[src/rtl/aes_pkg.sv]
// rtl/aes_pkg.sv - shared AES widths and datapath types
package aes_pkg;

    localparam int AES_BLOCK_W    = 128;
    localparam int AES_NR         = 10;
    localparam int AES_KEYSCHED_W = (AES_NR + 1) * AES_BLOCK_W;
    localparam int AES_ROUND_W    = 4;

    typedef logic [AES_BLOCK_W-1:0]    block_t;
    typedef logic [AES_KEYSCHED_W-1:0] keysched_t;
    typedef logic [AES_ROUND_W-1:0]    round_t;

endpackage : aes_pkg

[src/rtl/round_key_select.sv]
// rtl/round_key_select.sv - picks one round key out of the expanded schedule
module round_key_select
    import aes_pkg::*;
#(
    parameter int BLOCK_W = AES_BLOCK_W,
    parameter int NR      = AES_NR
) (
    input  logic [(NR+1)*BLOCK_W-1:0] key,
    input  logic [AES_ROUND_W-1:0]    roundnumber,
    output logic [BLOCK_W-1:0]        rk
);

    localparam int KEY_W = (NR + 1) * BLOCK_W;

    // Round 0 sits in the top slice; any index beyond NR yields an all-zero key
    always_comb begin
        rk = '0;
        for (int k = 0; k <= NR; k++) begin
            if (roundnumber == AES_ROUND_W'(k)) begin
                rk = key[KEY_W-1-BLOCK_W*k -: BLOCK_W];
            end
        end
    end

endmodule : round_key_select

[src/rtl/add_round_key.sv]
// rtl/add_round_key.sv - registered AES AddRoundKey stage
module add_round_key
    import aes_pkg::*;
#(
    parameter int BLOCK_W = AES_BLOCK_W,
    parameter int NR      = AES_NR
) (
    input  logic                       clk,
    input  logic                       rst,
    input  logic [BLOCK_W-1:0]         state,
    input  logic [(NR+1)*BLOCK_W-1:0]  key,
    input  logic [AES_ROUND_W-1:0]     roundnumber,
    input  logic                       start,
    output logic [BLOCK_W-1:0]         result,
    output logic                       finish
);

    logic [BLOCK_W-1:0] rk;
    logic [BLOCK_W-1:0] mixed;

    round_key_select #(
        .BLOCK_W (BLOCK_W),
        .NR      (NR)
    ) u_round_key_select (
        .key         (key),
        .roundnumber (roundnumber),
        .rk          (rk)
    );

    // Key addition is a plain bytewise XOR with no reordering
    always_comb begin
        mixed = state ^ rk;
    end

    // Output stage: capture on start, hold otherwise; finish is a one-cycle echo of start
    always_ff @(posedge clk or negedge rst) begin
        if (!rst) begin
            result <= '0;
            finish <= 1'b0;
        end else begin
            finish <= start;
            if (start) begin
                result <= mixed;
            end
        end
    end

endmodule : add_round_key

[config.mk]
export PLATFORM = sky130hd
export DESIGN_NAME = add_round_key
export DESIGN_NICKNAME = d
export VERILOG_FILES = /design/src/rtl/aes_pkg.sv /design/src/rtl/round_key_select.sv /design/src/rtl/add_round_key.sv
export SDC_FILE = /design/constraint.sdc
export NUM_CORES = 1
export LEC_CHECK = 0
export BUFFER_PORTS_ARGS = -buffer_cell sky130_fd_sc_hd__buf_2
export CORE_AREA = 2 2 644 646
export CTS_CLUSTER_DIAMETER = 80
export DETAILED_ROUTE_END_ITERATION = 12
export DIE_AREA = 0 0 646 648
export GPL_ROUTABILITY_DRIVEN = 0
export MAX_ROUTING_LAYER = met4
export PLACE_DENSITY_LB_ADDON = 0.25
export SLEW_MARGIN = 40
export SYNTH_ARGS = -nofsm -noshare
export SYNTH_HDL_FRONTEND = slang
export SYNTH_HIERARCHICAL = 1
export SYNTH_SLANG_ARGS = --single-unit
[constraint.sdc]
create_clock -name clk -period 0.8 [get_ports clk]
set_input_delay 0.2 -clock clk [delete_from_list [all_inputs] [get_ports clk]]
set_output_delay 0.2 -clock clk [all_outputs]
set_load 0.1 [all_outputs]
==> After elaboration in Yosys (flattened, before gate mapping) <==
Index checks and enable logic that the tools add are counted.
{ "totals": {"elab_cells": 25, "output_inout_bits": 129, "reg_bits": 129} }
{ "op_classes": {"reduce_logical": 1, "n_eq_ne": 10, "n_bitwise": 1, "n_mux": 11} }
{ "ops": {"columns": ["op", "count"], "rows": [
  ["128-bit 2-to-1 mux", 11],
  ["128-bit XOR", 1],
  ["4-bit by 3-bit equality test with 1-bit output, second input constant", 4],
  ["4-bit equality test, second input constant", 3],
  ["4-bit by 2-bit equality test with 1-bit output, second input constant", 2],
  ["4-bit by 1-bit equality test with 1-bit output, second input constant", 1],
  ["4-bit zero test", 1]
]} }

==> Logic depth before layout (Yosys ltp) <==
{ "depth": {"depth_word": 13, "ltp_mapped": 10, "depth_no_buf": 6} }

==> By module <==
The synthesis kept the hierarchy.
{ "modules_own_cells": {"columns": ["module", "seq_area_each_um2", "instances", "area_each_um2", "cells_each"], "rows": [
  ["round_key_select", 0.0, 1, 13206.4, 1932],
  ["add_round_key", 3228.1, 1, 5609.1, 541]
]} }

==> Worst setup path after synthesis <==
No wires, ideal clock.
{ "synth_path": {"kind": "in2reg", "start": "input roundnumber[0]", "end": "register result[102]", "path_stages": 8, "t_required_ns": 0.674, "arrival_time_ns": 1.728, "setup_slack_ns": -1.054, "setup_time_ns": 0.126, "cell_sequence": "buf_6 -> buf_4 -> buf_2 -> mux4_2 -> a21oi_1 -> o22ai_1 -> xnor2_1 -> a21oi_1"} }
{ "synth_via": {"elab_chain_len": 13, "elab_cells_between_ends": 23, "classes_between": "10 x eq/ne; 11 x mux; 1 x bitwise; 1 x reduce/logical"} }
{ "synth_rtl": {"columns": ["item", "line_no", "source"], "rows": [
  ["from (decl)", "add_round_key.sv:12", "input logic [AES_ROUND_W-1:0] roundnumber,"],
  ["4-bit zero test", "round_key_select.sv:19", "if (roundnumber == AES_ROUND_W'(k)) begin"],
  ["128-bit 2-to-1 mux (10 in series)", "round_key_select.sv:19", null],
  ["128-bit 2-to-1 mux *", "round_key_select.sv:19", null],
  ["net rk[102]", "add_round_key.sv:18", "logic [BLOCK_W-1:0] rk;"],
  ["128-bit XOR *", "add_round_key.sv:32", "mixed = state ^ rk;"],
  ["to (signal assigned)", "add_round_key.sv:43", "result <= mixed;"],
  ["to (decl)", "add_round_key.sv:14", "output logic [BLOCK_W-1:0] result,"]
]} }
Mark *: on every way through the listed nets, which the timed path passes. The rest lies on a longest branch.
A chain may end at the register's enable or synchronous reset.

==> Worst setup path in the final report <==
{ "layout_path": {"start": "input roundnumber[0]", "end": "register result[127]"} }
Same word-level chain as after synthesis.

==> run metrics <==
Worst EP required=1280 ps; Final period util=225%; CP arrival=2280 ps; ranking of synthesized cells by area=dfrtp_1 17%, a21oi_1 12%, mux2i_1 11%; Distinct cells, synth=54; initial drt markers=2716; FILL cells=47600; Peak VDD IR=1090 uV; FP Rows=236; largest net degree at the start of global routing=47; Fmax=556 MHz; Via Count=33400; number of hold violations in the final report=0; critical path peak fanout=8; drt total wl=384000 um; layout cell share with drive strength beyond 1=69.2%; CTS tree=built; startpoint types=input pin; P&R area growth vs syn=173%; vias per cell=3.20; total track usage=17.9%; YS warnings=6; RSZ-0062 raised after global routing=true; number of synthesized flops with an enable pin=0; Leakage Power=19.9 nW; CTS Buf Count=21; Post-Syn Instances=2473; max-cap violations=0; antenna violations before repair=447; PwrDens=1210 mW/mm^2; area of the core=0.412 mm^2; clk_skew=0 ps; Synth Register Bits=129; outcome=finished, violations left; Seq/Total Area, Yosys=17.2%; final worst setup slack=-1000 ps; Rel. slew slack=60.7%; io pins=1672; die width=646 um; total nets after synthesis=4016; Clock Latency Late Sink=610 ps; final-report setup violation count=257; Yosys top cell area share=17.2%; Starting Density=4.57%; crit-path most repeated cell=buf_16; slowest stage delay, CP=520 ps; fraction of registers with async set/reset=100%; mean routed wirelength per cell=36.9 um; HPWL after detailed placement=334000 um; DR DRC count=0; worst slew pin tran=589 ps; Slew Limit Fails=0; Die ar.=0.419 mm^2; Worst-path clk slew=70 ps; # nets final=6236; Worst setup EP type=flip-flop; worst path cell trace=buf_16, buf_16, buf_8, or4b_4, buf_12, buf_6, o21ai_4, o32ai_4, o21ai_2, buf_4, xnor2_2, a21oi_1; CTS Sinks=129; # port buffers=1671; 1st-pass router iterations=6; Top Family by Delay on Critical Path=buffers and inverters; CP max-delay cell=or4b_4; mapped cell area=0.0188 mm^2; Crit path buffers/inverters=6; Finished Core Util=12.5%; vias in the first global route=32200; Root Buffer=clkbuf_16; critical path class=in2reg; # H-tree levels=4; worst hold margin=67.5 ps; post-route ant nets=0; global route overflow=0; cell taking the most area after synthesis=dfrtp_1; Die Ht=648 um; Fin Setup TNS=-200650 ps; worst min path class=in2reg; ys flop type=dfrtp_1; failing checks=setup timing; CTS Buffer Depth=3; Syn Area/Cell=7.61 um^2; global-route wire length before repair=451000 um; fin crit period=1800 ps
cell usage after synthesis, types with 4 or more instances:
| master | number |
|---|---|
| o311ai_0 | 6 |
| o221a_2 | 61 |
| nand2b_1 | 4 |
| o22ai_1 | 210 |
| xnor2_1 | 128 |
| nand3b_1 | 54 |
| buf_4 | 28 |
| mux2i_1 | 210 |
| buf_1 | 10 |
| nor2_1 | 283 |
| and3_1 | 12 |
| buf_6 | 24 |
| a22o_1 | 19 |
| o221ai_1 | 66 |
| nor2b_1 | 60 |
| buf_2 | 117 |
| nor3b_1 | 10 |
| mux4_2 | 31 |
| nand2_1 | 65 |
| a211oi_1 | 20 |
| o21ai_0 | 68 |
| a21boi_0 | 8 |
| o21a_1 | 12 |
| nand3_1 | 9 |
| and2_1 | 7 |
| mux2_2 | 29 |
| o32ai_1 | 9 |
| o21ai_1 | 9 |
| dfrtp_1 | 129 |
| a2111oi_0 | 6 |
| inv_1 | 14 |
| a22oi_1 | 11 |
| or3_1 | 13 |
| o21bai_1 | 44 |
| a222oi_1 | 7 |
| clkbuf_1 | 109 |
| o22a_1 | 8 |
| a21oi_1 | 469 |
| o2bb2ai_1 | 58 |
| or3b_2 | 8 |
cell families (layout without fill, tap and decap cells):
family / Yosys count / count (layout) / share of synthesized area (%)
compound gates: 1106 / 1106 / 38.1
simple gates: 537 / 537 / 13.8
buf+inv: 303 / 2532 / 8.36
mux: 270 / 270 / 16.6
flops: 129 / 129 / 17.2
xor+xnor: 128 / 128 / 5.96
other cells: 0 / 246 / 0
worst paths after layout:
path / end / slack, ps / cells past startpoint / from
max reg2reg: result[44] / -100 / 3 / result[44]
min: result[17] / 70 / 5 / key[145]
min reg2reg: result[22] / 600 / 2 / result[22]
min in group asynchronous: result[54] / 230 / 3 / rst
max in group asynchronous: result[14] / 80 / 4 / rst
max: result[127] / -1000 / 12 / roundnumber[0]
registers in the layout (all words and copies together) (netlist names):
| name | cells |
|---|---|
| finish | 1 |
| result | 128 |
final cells by class:
type	instances	area, um^2	share of cell area, %
Clock inverter	8	76.3	0.149
Antenna cell	246	616	1.20
Timing Repair Buffer	2486	20700	40.4
Inverter	14	65.1	0.127
Clock buffer	24	547	1.06
Tap cell	5474	6850	13.3
Multi-Input combinational cell	2041	18800	36.5
Sequential cell	129	3710	7.23
power breakdown:
group | leakage (nW) | internal, mW | switching, mW
Combinational | 18.2 | 17.4 | 24.5
Sequential | 1.35 | 8.35 | 1.38
Clock | 0.301 | 5.26 | 5.43
layer usage:
metal  track usage, %  vias to the layer above  share of wire [%]
met3             6.58                      618                 10
met1             20.8                    16300                 40
met4             4.09                        0                2.7
met2             29.3                     2201                 47
met5                -                        -                  0
li1                 -                    14300                  -
worst register-to-register path, stage by stage (launching register included):
cell     delay [ps]
dfrtp_4         480
buf_4           140
nor2_1          120
a21oi_2          40
placed cells by master, fill, tap and decap left out, types with 105 or more instances in the layout:
cell / Yosys / final
o22ai_1: 210 / 113
mux2i_1: 210 / 153
buf_4: 28 / 322
buf_12: 0 / 285
dfrtp_4: 0 / 129
a21oi_1: 469 / 320
diode_2: 0 / 246
nor2_1: 283 / 227
buf_6: 24 / 105
dlygate4sd3_1: 0 / 133
buf_2: 117 / 1536
what timing repair did:
item	4_1_cts	5_1_grt
cloned	28	17
buffers inserted	88	68
pin swaps	219	279
hold buffers	133	0
resized for setup	749	367
endpoints found under the hold margin	256	0
setup endpoints to repair	257	257
per-stage QoR:
step	setup slack (ps)	cells	area (um^2)	power, mW
2_1_floorplan	-881	2473	19800	25.1
3_3_place_gp	-2170	9844	40700	46.2
3_5_place_dp	-2170	9844	40700	46.1
4_1_cts	-923	10100	48000	62.5
5_1_grt	-975	10400	51300	65.5
6_report	-1000	10400	51400	62.3
Power figures use the tool's default switching activity.
